--- src/rtl/seg_scan_display.sv ---
// Multiplexed hex seven-segment scanner with tear-free display updates,
// optional leading-zero blanking and selectable output polarity.
module seg_scan_display #(
  parameter int DIGITS     = 4,
  parameter int SCAN_DIV   = 50000,
  parameter int ACTIVE_LOW = 0
) (
  input  logic                  i_clk,
  input  logic                  i_rst,
  input  logic [4*DIGITS-1:0]   i_data,
  input  logic [DIGITS-1:0]     i_dp,
  input  logic                  i_load,
  input  logic                  i_lz_en,
  output logic [6:0]            o_seg,
  output logic                  o_dp,
  output logic [DIGITS-1:0]     o_dig,
  output logic                  o_frame
);

  localparam int   CNT_W = $clog2(SCAN_DIV);
  localparam int   IDX_W = (DIGITS > 1) ? $clog2(DIGITS) : 1;
  localparam logic POL   = (ACTIVE_LOW != 0);

  logic [CNT_W-1:0]    presc;
  logic [IDX_W-1:0]    idx;
  logic                tc;
  logic                wrap;
  logic                wrap_q;
  logic [4*DIGITS-1:0] stage_data;
  logic [DIGITS-1:0]   stage_dp;
  logic                pending;
  logic [4*DIGITS-1:0] disp_data;
  logic [DIGITS-1:0]   disp_dp;
  logic [3:0]          sel_nib;
  logic                nz_above;
  logic                blank;
  logic [6:0]          seg_pat;
  logic [DIGITS-1:0]   dig_onehot;

  // Active-high a..g pattern for one hex nibble.
  function automatic logic [6:0] hex_to_seg(input logic [3:0] nib);
    logic [6:0] s;
    case (nib)
      4'h0: s = 7'h3F;
      4'h1: s = 7'h06;
      4'h2: s = 7'h5B;
      4'h3: s = 7'h4F;
      4'h4: s = 7'h66;
      4'h5: s = 7'h6D;
      4'h6: s = 7'h7D;
      4'h7: s = 7'h07;
      4'h8: s = 7'h7F;
      4'h9: s = 7'h6F;
      4'hA: s = 7'h77;
      4'hB: s = 7'h7C;
      4'hC: s = 7'h39;
      4'hD: s = 7'h5E;
      4'hE: s = 7'h79;
      default: s = 7'h71;
    endcase
    return s;
  endfunction

  assign tc   = (presc == CNT_W'(SCAN_DIV - 1));
  assign wrap = tc && (idx == IDX_W'(DIGITS - 1));

  // Prescaler and digit index: advance one digit per terminal count.
  always_ff @(posedge i_clk) begin
    if (i_rst) begin
      presc <= '0;
      idx   <= '0;
    end else if (tc) begin
      presc <= '0;
      idx   <= wrap ? '0 : idx + IDX_W'(1);
    end else begin
      presc <= presc + CNT_W'(1);
    end
  end

  // Staging/display registers: new values only reach the display at a frame wrap.
  always_ff @(posedge i_clk) begin
    if (i_rst) begin
      stage_data <= '0;
      stage_dp   <= '0;
      pending    <= 1'b0;
      disp_data  <= '0;
      disp_dp    <= '0;
    end else if (wrap) begin
      // A load landing on the wrap itself bypasses staging entirely.
      if (i_load) begin
        disp_data <= i_data;
        disp_dp   <= i_dp;
      end else if (pending) begin
        disp_data <= stage_data;
        disp_dp   <= stage_dp;
      end
      pending <= 1'b0;
    end else if (i_load) begin
      stage_data <= i_data;
      stage_dp   <= i_dp;
      pending    <= 1'b1;
    end
  end

  // Select the current digit and decide whether it is a leading zero.
  always_comb begin
    sel_nib  = disp_data[4*int'(idx) +: 4];
    nz_above = 1'b0;
    for (int j = 0; j < DIGITS; j++) begin
      if ((j >= int'(idx)) && (disp_data[4*j +: 4] != 4'd0)) nz_above = 1'b1;
    end
    blank      = i_lz_en && (idx != '0) && !nz_above;
    seg_pat    = blank ? 7'h00 : hex_to_seg(sel_nib);
    dig_onehot = DIGITS'(1) << idx;
  end

  // Registered, polarity-adjusted outputs; frame pulse lines up with digit 0.
  always_ff @(posedge i_clk) begin
    if (i_rst) begin
      o_seg   <= {7{POL}};
      o_dp    <= POL;
      o_dig   <= {DIGITS{POL}};
      o_frame <= 1'b0;
      wrap_q  <= 1'b0;
    end else begin
      o_seg   <= seg_pat ^ {7{POL}};
      o_dp    <= disp_dp[idx] ^ POL;
      o_dig   <= dig_onehot ^ {DIGITS{POL}};
      o_frame <= wrap_q;
      wrap_q  <= wrap;
    end
  end

endmodule
--- config.mk ---
export PLATFORM = sky130hd
export DESIGN_NAME = seg_scan_display
export DESIGN_NICKNAME = d
export VERILOG_FILES = /design/src/rtl/seg_scan_display.sv
export SDC_FILE = /design/constraint.sdc
export NUM_CORES = 1
export LEC_CHECK = 0
export CORE_ASPECT_RATIO = 0.8
export CORE_MARGIN = 1.5
export CORE_UTILIZATION = 50
export CTS_BUF_LIST = sky130_fd_sc_hd__clkbuf_4 sky130_fd_sc_hd__clkbuf_8
export DETAILED_ROUTE_END_ITERATION = 10
export HOLD_SLACK_MARGIN = 0.03
export PLACE_DENSITY = 0.82
export SLEW_MARGIN = 20
export SYNTH_ARGS = -nofsm -noshare
export SYNTH_HDL_FRONTEND = slang
export SYNTH_SLANG_ARGS = --single-unit
--- constraint.sdc ---
create_clock -name i_clk -period 3.2 [get_ports i_clk]
set_clock_uncertainty 0.15 [all_clocks]
set_input_delay 0.64 -clock i_clk [delete_from_list [all_inputs] [get_ports i_clk]]
set_output_delay 0.64 -clock i_clk [all_outputs]
set_load 0.02 [all_outputs]
==> results.sh <==
export IMPL_status="complete, no violations"
export IMPL_antenna_found_initial=0
export IMPL_yosysWarnings=0
export IMPL_cpPeakStageDelay_ns=0.64
export IMPL_cts_resized_gates=0
export IMPL_io_pins=37
export IMPL_synth_edf_count=0
export IMPL_cp_data_arrival_time_ns=2.61
export IMPL_clockBufferDepth=2
export IMPL_nets=457
export IMPL_gp_congestion=0.824
export IMPL_fmax_ghz=0.402
export IMPL_setup_tns_ns=0
export IMPL_cts_tree="done"
export IMPL_ys_async_sr_fraction_pct=0
export IMPL_rows=27
export IMPL_grt_pass1_wl_um=12600
export IMPL_finalHoldViolations=0
export IMPL_grt_max_degree=40
export IMPL_intPower_mw=1.45
export IMPL_switchingPower_mw=0.438
export IMPL_critPathKind="reg2reg"
export IMPL_finalMaxSlewViolations=0
export IMPL_numPortBuffers=36
export IMPL_maxCapViolCount=0
export IMPL_slew_limit_headroom_pct=56.6
export IMPL_core_region_area_sq_um=7060
export IMPL_vias=2840
export IMPL_overflow=0
export IMPL_ys_seq_area_share_pct=39.1
export IMPL_critPathCaptureType="flip-flop"
export IMPL_synthCells=390
export IMPL_htreeDepth=3
export IMPL_setup_viol=0
export IMPL_p_clk_share_pct=42.1
export IMPL_clock_latency_ns=0.36
export IMPL_pre_cts_ws_ns=0.680
export IMPL_wirelength_um=7470
export IMPL_critPathLaunch="idx[0]$_SDFFE_PP0P_"
export IMPL_worstSetupStartpointType="flip-flop"
export IMPL_netlist_area_sq_um=3740
export IMPL_synth_cell_types=47
export IMPL_worstPathMaxFanout=12
export IMPL_grt_pass1_vias=2738
export IMPL_synth_fp_nets=425
export IMPL_grt_setup_unrepaired="no"
export IMPL_syn_area_per_cell_sq_um=9.59
export IMPL_numCtsBuffers=9
export IMPL_crit_slowest_cell="dfxtp_1"
export IMPL_ys_flop_type="dfxtp_1"
export IMPL_die_x_um=99.7
export IMPL_path_cells="clkinv_1 -> mux2i_2 -> mux2_2 -> a221oi_1"
export IMPL_cts_hold_buffers=0
export IMPL_fin_crit_ns=2.49
export IMPL_power_density_nw_per_um2=433
export IMPL_setup_slack_ns=0.710
export IMPL_cts_root_buffer_cell="clkbuf_8"
export IMPL_gr_usage_all_layers_pct=19.8
export IMPL_cts_setup_buffers=0
export IMPL_rrSetupSlack_ns=0.71
export IMPL_drc_errors=0
export IMPL_antenna_left=0
export IMPL_initial_utilization_pct=53.0
export IMPL_areaGrowthSynthToFinish_pct=17.0
export IMPL_irDropWorstVdd_v=0.000264
export IMPL_drt_iter0_drc=111
export IMPL_dieHeight_um=80.4
export IMPL_clock_sinks=73
export IMPL_p_leak_nw=1.72
export IMPL_viasPerCell=5.54
export IMPL_min_path_type="reg2reg"
export IMPL_worstPathRequired_ns=3.32
export IMPL_hold_start="wrap_q$_SDFF_PP0_"
export IMPL_clk_pin_slew_ns=0.08
export IMPL_dr_pass1_iters=4
export IMPL_drive_gt1_share_pct=11.7
export IMPL_wire_per_inst_um=14.6
export IMPL_worst_pin_slew_ns=0.650
export IMPL_power_frac_comb_pct=8.0
export IMPL_diodes=0
export IMPL_synth_seq_cells=73
export IMPL_post_route_period_util_pct=77.8
export IMPL_seq_power_share_pct=49.9
export IMPL_switching_share_pct=23.2
export IMPL_timing_rr_start="idx[0]$_SDFFE_PP0P_"
export IMPL_dp_hpwl_um=5320
export IMPL_die_area_sq_um=8010
[critical path: cells and delay by family (launching register included)]
family / cells / cell delay, ns
AOI/OAI and AO/OA: 1 / 0.27
buffers and inverters: 1 / 0.38
DFF: 1 / 0.64
muxes: 2 / 0.95
[flip-flops by register name (all words and copies together), names as in the netlist]
| signal | cells |
|---|---|
| presc | 16 |
| wrap_q | 1 |
| o_dp | 1 |
| o_dig | 4 |
| pending | 1 |
| stage_data | 16 |
| disp_data | 16 |
| o_seg | 7 |
| stage_dp | 4 |
| disp_dp | 4 |
| idx | 2 |
| o_frame | 1 |
[Yosys cell counts (4+ instances only)]
cell	count	area share, %
buf_2	6	0.80
mux2i_1	49	13
a21oi_1	5	0.67
ha_1	11	3.7
dfxtp_1	73	39
nand2_1	12	1.2
xnor2_1	8	1.9
nor4_1	6	1.0
mux2_2	18	5.4
nand2b_1	41	6.9
inv_1	8	0.80
mux2_1	7	2.1
xor2_1	4	0.94
nor2b_1	22	3.7
o21ai_0	4	0.54
nand3_1	9	1.2
nor3_1	11	1.5
clkbuf_1	11	1.1
nor2_1	42	4.2
[layout by cell type (no fill, tap or decap), types with 2 or more instances in the layout]
cell and count:
dfxtp_1 73, mux2i_1 49, nor2_1 42, nand2b_1 41
clkdlybuf4s50_1 35, nor2b_1 22, mux2_2 18, nand2_1 12
nor3_1 11, ha_1 11, nand3_1 9, clkbuf_8 9
inv_1 8, xnor2_1 8, mux2_1 7, nor4_1 6
buf_4 6, a21oi_1 5, o21ai_0 4, xor2_1 4
mux4_2 3, a221oi_1 3, o31ai_1 3, or4_1 3
nand4bb_1 2, a311oi_1 2, nand4_1 2, and3_1 2
a22oi_1 2, bufinv_16 2
[per-stage QoR]
stage	cells	area (sq um)	util (%)	total power [mW]	hold slack, ns
after detailed placement	498	4160	59.0	1.12	0.294
after global placement	498	4160	59.0	1.11	0.290
final	513	4380	62.0	1.89	0.310
after CTS	513	4380	62.0	1.90	0.314
after global routing	513	4380	62.0	1.96	0.319
after floorplan	390	3740	-	1.06	0.264
[cell families (layout without fill, tap and decap cells)]
group | after synthesis | in the layout | synth area share, %
xor gates and xnor gates | 12 | 12 | 2.81
and+or+nand+nor | 162 | 162 | 24.0
AOI/OAI and AO/OA | 24 | 24 | 4.35
muxes | 78 | 78 | 22.8
adders and majority gates | 11 | 11 | 3.68
buffers and inverters | 30 | 66 | 3.31
DFF | 73 | 73 | 39.1
[metal layers]
metal | part of all wire, % | vias to the layer above | wire length [um] | GRT usage, %
met2 | 48 | 63 | 3590 | 32.1
met4 | 1.1 | 0 | 83 | 6.48
met5 | 0 | - | 0 | 0
met3 | 4.6 | 11 | 342 | 5.74
met1 | 46 | 1353 | 3460 | 25.4
li1 | - | 1413 | - | -
[worst paths after layout]
kind | end | depth (start not counted)
worst max-delay path | o_seg[4]$_SDFF_PP0_ | 4
worst min register to register | o_frame$_SDFF_PP0_ | 1
worst min-delay path | o_frame$_SDFF_PP0_ | 1
worst max register to register | o_seg[4]$_SDFF_PP0_ | 4
[layout make-up]
type,count,area (sq um)
multi-input combinational,287,2160
clock buffer,10,131
tap,87,109
inverter,9,33.8
sequential,73,1460
clock inverter,5,81.3
timing repair buffer,42,400
fill,573,2690
[power groups by stage]
stage	logic, mW	registers (mW)	clock network [mW]
after global routing	0.166	0.948	0.843
after detailed placement	0.151	0.966	0
final	0.151	0.945	0.798
after global placement	0.148	0.965	0
after CTS	0.152	0.945	0.808
after floorplan	0.0880	0.969	0
(Power assumes the default switching activity.)
==> patch 1 (config.mk and constraints unchanged) <==
Add an input register stage for `i_data`, without a reset; this delays it by one clock. The other inputs are not delayed to match.
--- a/src/rtl/seg_scan_display.sv
+++ b/src/rtl/seg_scan_display.sv
@@ -20,6 +20,12 @@
   localparam int   CNT_W = $clog2(SCAN_DIV);
   localparam int   IDX_W = (DIGITS > 1) ? $clog2(DIGITS) : 1;
   localparam logic POL   = (ACTIVE_LOW != 0);
+
+  logic [4*DIGITS-1:0] i_data_q;
+
+  always_ff @(posedge i_clk) begin
+    i_data_q <= i_data;
+  end
 
   logic [CNT_W-1:0]    presc;
   logic [IDX_W-1:0]    idx;
@@ -88,7 +94,7 @@
     end else if (wrap) begin
       // A load landing on the wrap itself bypasses staging entirely.
       if (i_load) begin
-        disp_data <= i_data;
+        disp_data <= i_data_q;
         disp_dp   <= i_dp;
       end else if (pending) begin
         disp_data <= stage_data;
@@ -96,7 +102,7 @@
       end
       pending <= 1'b0;
     end else if (i_load) begin
-      stage_data <= i_data;
+      stage_data <= i_data_q;
       stage_dp   <= i_dp;
       pending    <= 1'b1;
     end
Check against the original RTL: same outputs for any inputs over 10 cycles, from zero or initial values and one cycle with i_rst high; that may be too few to reach the edited logic, so the function may still have changed.
==> patch 1 against the unedited design <==
Area after synthesis increased by 8.9%; non-clock buffer count increased by 3; total power increased by 16%; via count increased by 8.3%; sequential cell count increased by 16; setup slack improved by 150 ps; hold slack got worse by 18 ps; wire length increased by 9.8%; maximum frequency increased by 6.5%; final area increased by 6.6%; critical endpoint is now o_seg[1]; highest routed layer unchanged.
==> patch 1: results (changes against the unedited design) <==
Setup path:
- The slowest cell on the critical path is sky130_fd_sc_hd__mux4_1.
- The data arrival time at the worst-slack endpoint came to 2460 ps (-150 ps).
- The maximum fanout along the worst path is 8 (-4).
- The delay of the slowest cell on the worst path came to 690 ps (+50 ps).

Detailed routing:
- The total wire length came to 8.197 mm (+9.8%).
- The initial detailed-routing violation count is 267 (+140%).

Finish:
- The non-filler instance count after layout was 543 (+5.8%).
- The share of post-route cells with drive strength above 1 is 13.33% (+1.6 points).
- The number of nets in the finished design is 465 (+1.8%).

Global route:
- The overall global routing resource usage is 19.40% (-0.40 points).
- The global-route wire length before repair is 13.90 mm (+10%).
- The largest net degree at the start of global routing came to 39 (-2.5%).

Logic synthesis:
- The net count after synthesis was 444 (+4.5%).
- Ranked by instance count, the synthesized netlist is headed by sky130_fd_sc_hd__dfxtp_1, sky130_fd_sc_hd__nand2b_1, sky130_fd_sc_hd__nor3_1.
- The register area share after synthesis was 43.76% (+4.7 points).
- The synthesized area divided by synthesized cell count is 9.955 um2 (+3.8%).
- The count of unique library cells instantiated by Yosys is 50 (+6.4%).
- In the post-synthesis netlist, the biggest area contributors are sky130_fd_sc_hd__dfxtp_1, sky130_fd_sc_hd__mux2_2, sky130_fd_sc_hd__nand2b_1.

Timing:
- The slew at the pin closest to its max-slew limit is 851.9 ps (+201.7 ps).

Place:
- The routability congestion estimate from global placement is 0.8156 (-1.0%).
- The detailed placer's ending HPWL is 5.566 mm (+4.6%).
- The cell area after placement is 4431 um2 (+6.4%).
- The cell count after placement is 527 (+5.8%).

Outcome:
- The flow ran to the end, and the final reports show no timing, DRC or antenna violations.

Pwr:
- The maximum vdd ir drop was 0.0003034 V (+15%).
patch 1: cell type report:
type	instances	area, um2
clock buffers	10	137.6
clock inverters	6	95.09
fillers	675	3247
inverters	7	26.28
multi-input cells	278	2064
flip-flops and latches	89	1782
well taps	108	135.1
repair buffers	45	422.9
patch 1: worst paths after layout:
kind,from,to,slack [ps],cells past startpoint
worst min register to register,presc[0],presc[0],290,1
worst max-delay path,idx[0],o_seg[1],860,6
worst max register to register,idx[0],o_seg[1],860,6
worst min-delay path,presc[0],presc[0],290,1
patch 1: layer usage:
layer  up-vias  share of wire, %  track usage [%]
met5         -                 0                0
met4         0              0.90            4.924
met3         9               3.9            4.840
met2        84                50            33.96
met1      1463                45            23.92
li1       1521                 -                -
patch 1: worst register-to-register path: cells and delay by family, from the launching register on:
kind	cells	cell delay, ps
AND/OR/NAND/NOR	1	120
multiplexers	1	690
adder cells (fa/ha/maj)	1	280
buffers and inverters	1	190
AO/OA/AOI/OAI	2	320
flip-flops	1	500
patch 1: where the power goes:
| part | switching (uW) | internal (uW) |
|---|---|---|
| clock network | 407 | 471 |
| logic | 71.3 | 82.5 |
| registers | 17.2 | 1140 |
| total | 495 | 1700 |
patch 1: metrics by stage:
| stage | power, uW | setup slack, ps |
|---|---|---|
| floorplan | 1281 | 1085 |
| finish | 2191 | 861.2 |
| detailed placement | 1339 | 762.4 |
| global placement | 1333 | 628.9 |
| CTS | 2206 | 854.5 |
| global route | 2265 | 744.4 |
patch 1: kinds of logic (layout without fill, tap and decap cells):
logic type / count (synthesis) / after routing / share of synthesized area [%]
AO/OA/AOI/OAI: 50 / 50 / 8.113
XOR/XNOR: 12 / 12 / 2.582
adder cells (fa/ha/maj): 11 / 11 / 3.380
buffers and inverters: 42 / 68 / 5.593
flip-flops: 89 / 89 / 43.76
multiplexers: 54 / 54 / 15.21
AND/OR/NAND/NOR: 151 / 151 / 21.36
==> patch 2 (same settings) <==
Without the edit above. Change the parameter `SCAN_DIV` from 50000 to 12500.
--- a/src/rtl/seg_scan_display.sv
+++ b/src/rtl/seg_scan_display.sv
@@ -2,7 +2,7 @@
 // optional leading-zero blanking and selectable output polarity.
 module seg_scan_display #(
   parameter int DIGITS     = 4,
-  parameter int SCAN_DIV   = 50000,
+  parameter int SCAN_DIV   = 12500,
   parameter int ACTIVE_LOW = 0
 ) (
   input  logic                  i_clk,
Check against the original RTL: no difference found for any inputs over 10 cycles, from zero or initial values and one cycle with i_rst high; that may be too few to reach the edited logic, so the function may still have changed.
==> patch 2 against the unedited design <==
The flow now finishes with violations (design-rule violations); sequential share of layout area increased by 0.16 points; hold slack got worse by 16 ps; final area decreased by 3.2%; global-route usage increased by 1.1 points; wire length increased by 2.7%; area after synthesis decreased by 2.0%; combinational power increased by 7%; sequential cell count decreased by 2; total power decreased by 5.4%; synthesized cell count decreased by 2.6%; clock power decreased by 11%; setup slack improved by 83 ps; critical path depth increased by 3; largest power group unchanged.
==> patch 2: results (changes against the unedited design) <==
Logic synthesis:
- The net count after synthesis came to 415 (-2.4%).
- The complex-gate fraction of the synthesized area was 7.579% (+3.2 points).
- By count the netlist is led by sky130_fd_sc_hd__dfxtp_1, sky130_fd_sc_hd__nand2b_1, sky130_fd_sc_hd__nor3_1.
- By area the synthesized netlist is led by sky130_fd_sc_hd__dfxtp_1, sky130_fd_sc_hd__mux2i_1, sky130_fd_sc_hd__nand2b_1.
- The most used flip-flop cell after synthesis is sky130_fd_sc_hd__dfxtp_1.
- The number of warning messages in the yosys log was 0 (unchanged).
- The post-synthesis xor/xnor area fraction was 3.107% (+0.30 points).
- The register area share after synthesis is 38.78% (-0.29 points).
- The post-synthesis share of cell area spent on full adders, half adders and majority gates came to 3.756% (+0.075 points).
- The count of unique library cells instantiated by Yosys is 49 (+4.3%).
- The async set-or-reset flop fraction in the synthesized netlist was 0% (unchanged).
- The multiplexer share of the synthesized area is 18.57% (-4.2 points).

Pwr:
- The net switching share of the total power is 24.45% (+1.3 points).
- The combinational gate power is 162 uW (+7%).
- The total leakage power came to 0.001540 uW (-10%).
- The power density over the cells was 422.9 nW/um2 (-2.2%).
- The share of power burned in registers came to 51.3% (+1.4 points).
- The maximum vdd ir drop came to 0.0002366 V (-10%).

Detailed routing:
- The detailed-router iteration count before antenna repair came to 7 (+3).
- The total number of vias came to 2917 (+2.7%).
- The initial detailed-routing violation count is 203 (+83%).
- The average wire length per cell after detail routing is 15.44 um (+6.1%).
- The post-route DRC violation count is 1 (+1).

Clock tree:
- The source-to-sink clock delay at the later pin of the worst-skew pair came to 340 ps (-20 ps).
- The maximum root-to-sink buffer count is 2 (unchanged).
- The H-tree depth is 3 (unchanged).
- The post-CTS clock slew at the launch and capture registers of the worst setup and hold paths was 80 ps (about the same).

Setup path:
- The largest individual stage delay along the critical path comes from the cell sky130_fd_sc_hd__mux4_1.
- The maximum fanout along the worst path was 11 (-1).
- The delay of the slowest cell on the worst path is 720 ps (+80 ps).
- The data arrival time at the worst-slack endpoint is 2510 ps (-100 ps).

Global route:
- The largest net degree at the start of global routing was 41 (+2.5%).
- The number of global-route vias before repair was 2763 (+0.91%).
- The global-route wire length before repair was 13.01 mm (+3.3%).
- The initial antenna violation count came to 0 (unchanged).
- The overall global routing resource usage is 20.86% (+1.1 points).

Outcome:
- The run finished, with violations left.
- The checks that failed: design-rule violations.

Finish:
- In the final layout, the registers with the most flip-flops are disp_data: 16 flops, stage_data: 16 flops, presc: 14 flops.
- The share of post-route cells with drive strength above 1 was 14.39% (+2.7 points).
- The number of nets in the finished design came to 440 (-3.7%).

Place:
- The routability congestion estimate from global placement came to 0.8571 (+4.0%).
- The detailed placer's ending HPWL came to 5.297 mm (-0.42%).

Timing:
- The slew at the pin closest to its max-slew limit is 679.0 ps (+28.80 ps).
==> patch 2: final timing paths <==
kind,end,from,depth (start not counted),slack (ps)
max,o_seg[1],idx[0],7,790
min,presc[0],presc[0],1,290
max reg2reg,o_seg[1],idx[0],7,790
min reg2reg,presc[0],presc[0],1,290
==> patch 2: worst register-to-register path: stages (launching register included) <==
cell	delay, ps
sky130_fd_sc_hd__dfxtp_1	620
sky130_fd_sc_hd__mux4_1	730
sky130_fd_sc_hd__inv_1	170
sky130_fd_sc_hd__ha_1	200
sky130_fd_sc_hd__inv_1	50
sky130_fd_sc_hd__mux2i_1	140
sky130_fd_sc_hd__nor2_1	50
sky130_fd_sc_hd__a311oi_1	210
==> patch 2: layer usage <==
metal	vias to the layer above	global-route usage [%]	share of wire, %
met5	-	0	0
met4	0	7.286	1.6
met3	14	5.079	5.3
met2	94	33.40	46
met1	1388	27.65	47
li1	1421	-	-
==> patch 2: cell type report <==
cell class / count / area (um2)
fillers: 574 / 2758
multi-input cells: 269 / 2034
flip-flops and latches: 71 / 1421
repair buffers: 46 / 430.4
clock buffers: 9 / 123.9
well taps: 87 / 108.9
clock inverters: 7 / 72.57
inverters: 8 / 43.79
==> patch 2: metrics by stage <==
stage               cells  utilization, %  area, um2  hold WS [ps]  setup slack, ps
floorplan             380               -       3665         262.9             1157
detailed placement    481           57.76       4039         289.7            659.2
global route          497           60.57       4235         327.0            607.3
finish                497           60.57       4235         294.3            792.5
global placement      481           57.76       4039         273.2            668.2
CTS                   497           60.57       4235         300.8            773.7
